## src/rtl/window_gen_3x3.sv

```systemverilog
// 3x3 sliding-window generator: two line buffers plus a 3x3 shift window.
// Ports: clk, rst (sync, active-high), pixel_in/pixel_in_valid in,
// img_vector/img_vector_valid/frame_done out; WINGEN_FRAME_SYNC_EN adds sof.
module window_gen_3x3 #(
  parameter int IMG_WIDTH  = 28,
  parameter int IMG_HEIGHT = 28
) (
  input  logic        clk,
  input  logic        rst,
`ifdef WINGEN_FRAME_SYNC_EN
  input  logic        sof,
`endif
  input  logic [7:0]  pixel_in,
  input  logic        pixel_in_valid,
  output logic [71:0] img_vector,
  output logic        img_vector_valid,
  output logic        frame_done
);

  localparam int CW = $clog2(IMG_WIDTH);
  localparam int RW = $clog2(IMG_HEIGHT);

  typedef enum logic {
    FILL,
    STREAM
  } state_t;

  state_t          state;
  state_t          st_eff;
  logic [CW-1:0]   col;
  logic [CW-1:0]   col_eff;
  logic [RW-1:0]   row;
  logic [RW-1:0]   row_eff;

  logic [7:0]      lb_top [IMG_WIDTH];
  logic [7:0]      lb_mid [IMG_WIDTH];
  logic [7:0]      win     [9];
  logic [7:0]      win_nxt [9];
  logic [71:0]     vec_nxt;

  logic            line_end;
  logic            frame_end;
  logic            to_stream;
  logic            emit;

  // Position the current pixel is treated as (sof forces 0,0 / FILL).
  always_comb begin
    col_eff = col;
    row_eff = row;
    st_eff  = state;
`ifdef WINGEN_FRAME_SYNC_EN
    if (sof) begin
      col_eff = '0;
      row_eff = '0;
      st_eff  = FILL;
    end
`endif
  end

  assign line_end  = (col_eff == CW'(IMG_WIDTH - 1));
  assign frame_end = line_end && (row_eff == RW'(IMG_HEIGHT - 1));
  assign to_stream = (st_eff == FILL) && line_end
                     && (row_eff == RW'(1));
  // Cols 0-1 would mix in the previous line's tail, so suppress them.
  assign emit      = (st_eff == STREAM) && (col_eff >= CW'(2));

  // Shift window left; new right column is {top, mid, incoming}.
  always_comb begin
    for (int r = 0; r < 3; r++) begin
      win_nxt[3*r]     = win[3*r+1];
      win_nxt[3*r + 1] = win[3*r+2];
    end
    win_nxt[2] = lb_top[col_eff];
    win_nxt[5] = lb_mid[col_eff];
    win_nxt[8] = pixel_in;
    vec_nxt = '0;
    for (int k = 0; k < 9; k++) begin
      vec_nxt[8*k +: 8] = win_nxt[k];
    end
  end

  // Storage is never cleared; row/col gating makes stale data harmless.
  always_ff @(posedge clk) begin
    if (pixel_in_valid) begin
      lb_top[col_eff] <= lb_mid[col_eff];
      lb_mid[col_eff] <= pixel_in;
      win             <= win_nxt;
    end
  end

  always_ff @(posedge clk) begin
    if (rst) begin
      state            <= FILL;
      col              <= '0;
      row              <= '0;
      img_vector       <= '0;
      img_vector_valid <= 1'b0;
      frame_done       <= 1'b0;
    end else begin
      img_vector_valid <= 1'b0;
      frame_done       <= 1'b0;
      if (pixel_in_valid) begin
        if (emit) begin
          img_vector       <= vec_nxt;
          img_vector_valid <= 1'b1;
          frame_done       <= frame_end;
        end
        col <= line_end ? '0 : col_eff + 1'b1;
        if (line_end) begin
          row <= frame_end ? '0 : row_eff + 1'b1;
        end else begin
          row <= row_eff;
        end
        unique case (1'b1)
          to_stream: state <= STREAM;
          frame_end: state <= FILL;
          default:   state <= st_eff;
        endcase
      end
    end
  end

endmodule

```

## config.mk

```make
export PLATFORM = sky130hd
export DESIGN_NAME = window_gen_3x3
export DESIGN_NICKNAME = d
export VERILOG_FILES = /design/src/rtl/window_gen_3x3.sv
export SDC_FILE = /design/constraint.sdc
export NUM_CORES = 1
export LEC_CHECK = 0
export CELL_PAD_IN_SITES_DETAIL_PLACEMENT = 1
export CELL_PAD_IN_SITES_GLOBAL_PLACEMENT = 2
export CORE_MARGIN = 4
export CORE_UTILIZATION = 35
export CTS_BUF_LIST = sky130_fd_sc_hd__clkbuf_4 sky130_fd_sc_hd__clkbuf_8
export DETAILED_ROUTE_END_ITERATION = 8
export PLACE_DENSITY_LB_ADDON = 0.1
export SLEW_MARGIN = 20
export SYNTH_ARGS = -nofsm -noshare
export SYNTH_HDL_FRONTEND = slang
export SYNTH_SLANG_ARGS = --single-unit
```

## constraint.sdc

```tcl
create_clock -name clk -period 2.63 [get_ports clk]
set_input_delay 0.3945 -clock clk [delete_from_list [all_inputs] [get_ports clk]]
set_output_delay 0.3945 -clock clk [all_outputs]
set_load 0.01 [all_outputs]
```

==> out/summary.txt <==
status: finished clean
Core Region: 62970 um^2
cell area after synthesis: 22200 um^2
Top Ports: 85
Max Buffers Root-to-Sink: 3
Die Y: 259.9 um
total power: 19.87 mW
Syn-to-layout area delta: 19.67%
setup TNS: 0 ns
Area contributors post-synth: edfxtp_1, mux2i_1, dfxtp_1, a22oi_1, a21oi_1
DP Worst Slack: -0.04698 ns
Post-synth EDFFs: 496
Worst VDD drop: 323.4 uV
R2R Setup Slk: 0.15 ns
met3 wire length: 2.179 mm
initial core utilization: 35.26%
DRT met1 WL: 27.36 mm
Rows: 92
met2 WL post-DR: 29.22 mm
Netlist cell types: 34
DR vias: 12510
Sink Count: 586
Reg2Reg Capture Point: img_vector[42]
leakage power: 8.791 nW
Worst-Skew Late Latency: 0.71 ns
max cap viols: 0
sequential area share after synthesis: 75.20%
slowest CP cell: dfxtp_1
Final Setup Violations: 0
syn_nets: 1412
Slew Limit Fails: 0
Die ar.: 67520 um^2
antenna violations before repair: 3
post-route setup slack: 0.1533 ns
Pwr Density: 747.9 nW/um^2
synthesized instance count: 1395
flops & latches, synth: 586
count leader, synth: edfxtp_1
placed instance area: 24520 um^2
clock root cell: clkbuf_8
die width: 259.9 um
switching share of power: 23.34%
post-synth top area share: 67.09%
vias in the first global route: 13460
startpoint of the lowest-slack hold path: rst
Worst setup SP type: flip-flop
first-pass GRT wire length: 89.02 mm
fin crit period: 2.477 ns
Final GP Congestion: 0.7368
Slowest Stage Delay on Critical Path: 0.53 ns
ys async rst share: 0%
drt pass-1 iters: 5
gr ovfl total: 0
power share of the combinational group: 6.8%
achievable clock frequency: 403.8 MHz
Clk network pwr share: 40.6%
GRT Total Usage: 17.88%
Ys Warns: 0
Commonest cells post-synth: edfxtp_1, mux2i_1, nand2_1, a21oi_1, dfxtp_1
Remaining DRCs: 0
clock skew: 0.06007 ns
class of the worst hold path: in -> reg
CTS tree: done
crit path capture type: flip-flop
Synth area leader: edfxtp_1
worst-margin pin slew: 0.7951 ns
Pint: 15.23 mW
worst path cell trace: and2b_4, buf_12, a22oi_1, a21oi_1, o211ai_1, buf_4, a22o_1
Max Used Layer: met4
initial drt markers: 782
drt total wl: 60.38 mm
maximum number of pins on one net before global-route repair: 68
hold buffers post-CTS: 0
Avg Synthesized Cell Area: 15.91 um^2
cts bufs inserted: 101
hpwl dp: 37.46 mm
Worst-path clk slew: 0.06 ns
htree depth: 3
input/output buffers: 84
crit path to: img_vector[42]
post-layout util: 42.20%
DRT antenna net count: 0
detailed-route wire length per cell: 23.89 um
vias per cell: 4.952
crit share post-route: 94.17%
Slew HR: 46.99%
Post-Layout Inst Area: 26570 um^2
Register-to-Register Path Depth: 7
crit-path max FO: 30
Final Hold Viols: 0
switching power: 4.638 mW
Flop pwr share: 52.5%
RSZ-0062 raised after global routing: no
share of layout cells above drive strength 1: 16.65%
Final #Nets: 1610
critical path required time: 3.20 ns
Crit Path Category: reg -> reg
Top FF cell, synth: edfxtp_1
Worst EP arrival: 3.05 ns
-- routing by layer --
layer	GRT usage, %	vias to the layer above
li1	-	5757
met5	0	-
met1	23.87	6431
met4	5.441	0
met3	3.262	112
met2	29.86	213
-- power groups by stage --
stage	sequential, mW	combinational [mW]	clock, mW
final	10.4	1.36	8.07
after global routing	10.4	1.48	8.79
after CTS	10.4	1.39	8.35
after detailed placement	10.6	1.39	0
after global placement	10.6	1.37	0
after floorplan	10.6	0.782	0
-- placed cells by master, fill, tap and decap left out, types with 4 or more instances in the layout --
master,instances
a21oi_1,116
a22o_1,16
a22oi_1,80
a311oi_4,4
and2_1,25
and3_1,5
buf_12,13
buf_4,79
clkbuf_4,37
clkbuf_8,110
clkdlybuf4s50_1,82
clkinv_1,24
clkinv_2,11
dfxtp_1,89
diode_2,5
edfxtp_1,496
ha_1,6
mux2_2,7
mux2i_1,220
nand2_1,152
nand2b_1,4
nand3_1,28
nor2_1,23
nor3_1,6
o211ai_1,9
-- how the worst min path moves through the flow --
stage,end,cells after the start
after floorplan,vec_nxt[0],0
after global placement,vec_nxt[7],0
after detailed placement,vec_nxt[5],0
after CTS,img_vector_valid,2
after global routing,img_vector_valid,2
final,img_vector_valid,2
-- metrics by stage --
stage          std cells  hold WS [ns]
2_1_floorplan       1395        0.4262
3_3_place_gp        2330        0.4306
3_5_place_dp        2330        0.4343
4_1_cts             2516       0.09482
5_1_grt             2525        0.1052
6_report            2527        0.1609
-- flip-flops by register name, summed over array words and instances (netlist names), named ones only --
register	flops
img_vector_valid	1
col	5
img_vector	72
lb_mid	224
row	5
frame_done	1
st_eff	1
vec_nxt	48
lb_top	224
-- worst max-delay path, delay by kind of cell, from the launching register on --
| kind | cells | cell delay, ns |
|---|---|---|
| compound gates | 4 | 0.82 |
| buf+inv | 2 | 0.50 |
| flops | 1 | 0.53 |
| simple gates | 1 | 0.47 |
-- what timing repair did --
item	4_1_cts	5_1_grt
pin swaps	0	1
gates cloned	0	0
setup buffers	0	6
gates resized for setup	2	0
endpoints found under the setup margin	24	30
-- area by class of cell --
type | count | area [um^2]
fillers | 6312 | 36400
clock inverters | 39 | 198.9
multi-input cells | 724 | 5109
flip-flops and latches | 586 | 16700
well taps | 846 | 1059
diodes | 5 | 12.51
clock buffers | 147 | 1792
inverters | 4 | 15.01
repair buffers | 176 | 1684
-- kinds of logic (layout without fill, tap and decap cells) --
| family | count (synthesis) | count (layout) | share of synthesized area (%) |
|---|---|---|---|
| simple gates | 256 | 256 | 5.100 |
| flops | 586 | 586 | 75.20 |
| mux | 227 | 227 | 10.27 |
| xor+xnor | 2 | 2 | 0.07891 |
| fa+ha+maj | 6 | 6 | 0.3381 |
| compound gates | 233 | 233 | 6.898 |
| other cells | 0 | 5 | 0 |
| buf+inv | 85 | 366 | 2.108 |
(Power assumes the default switching activity.)
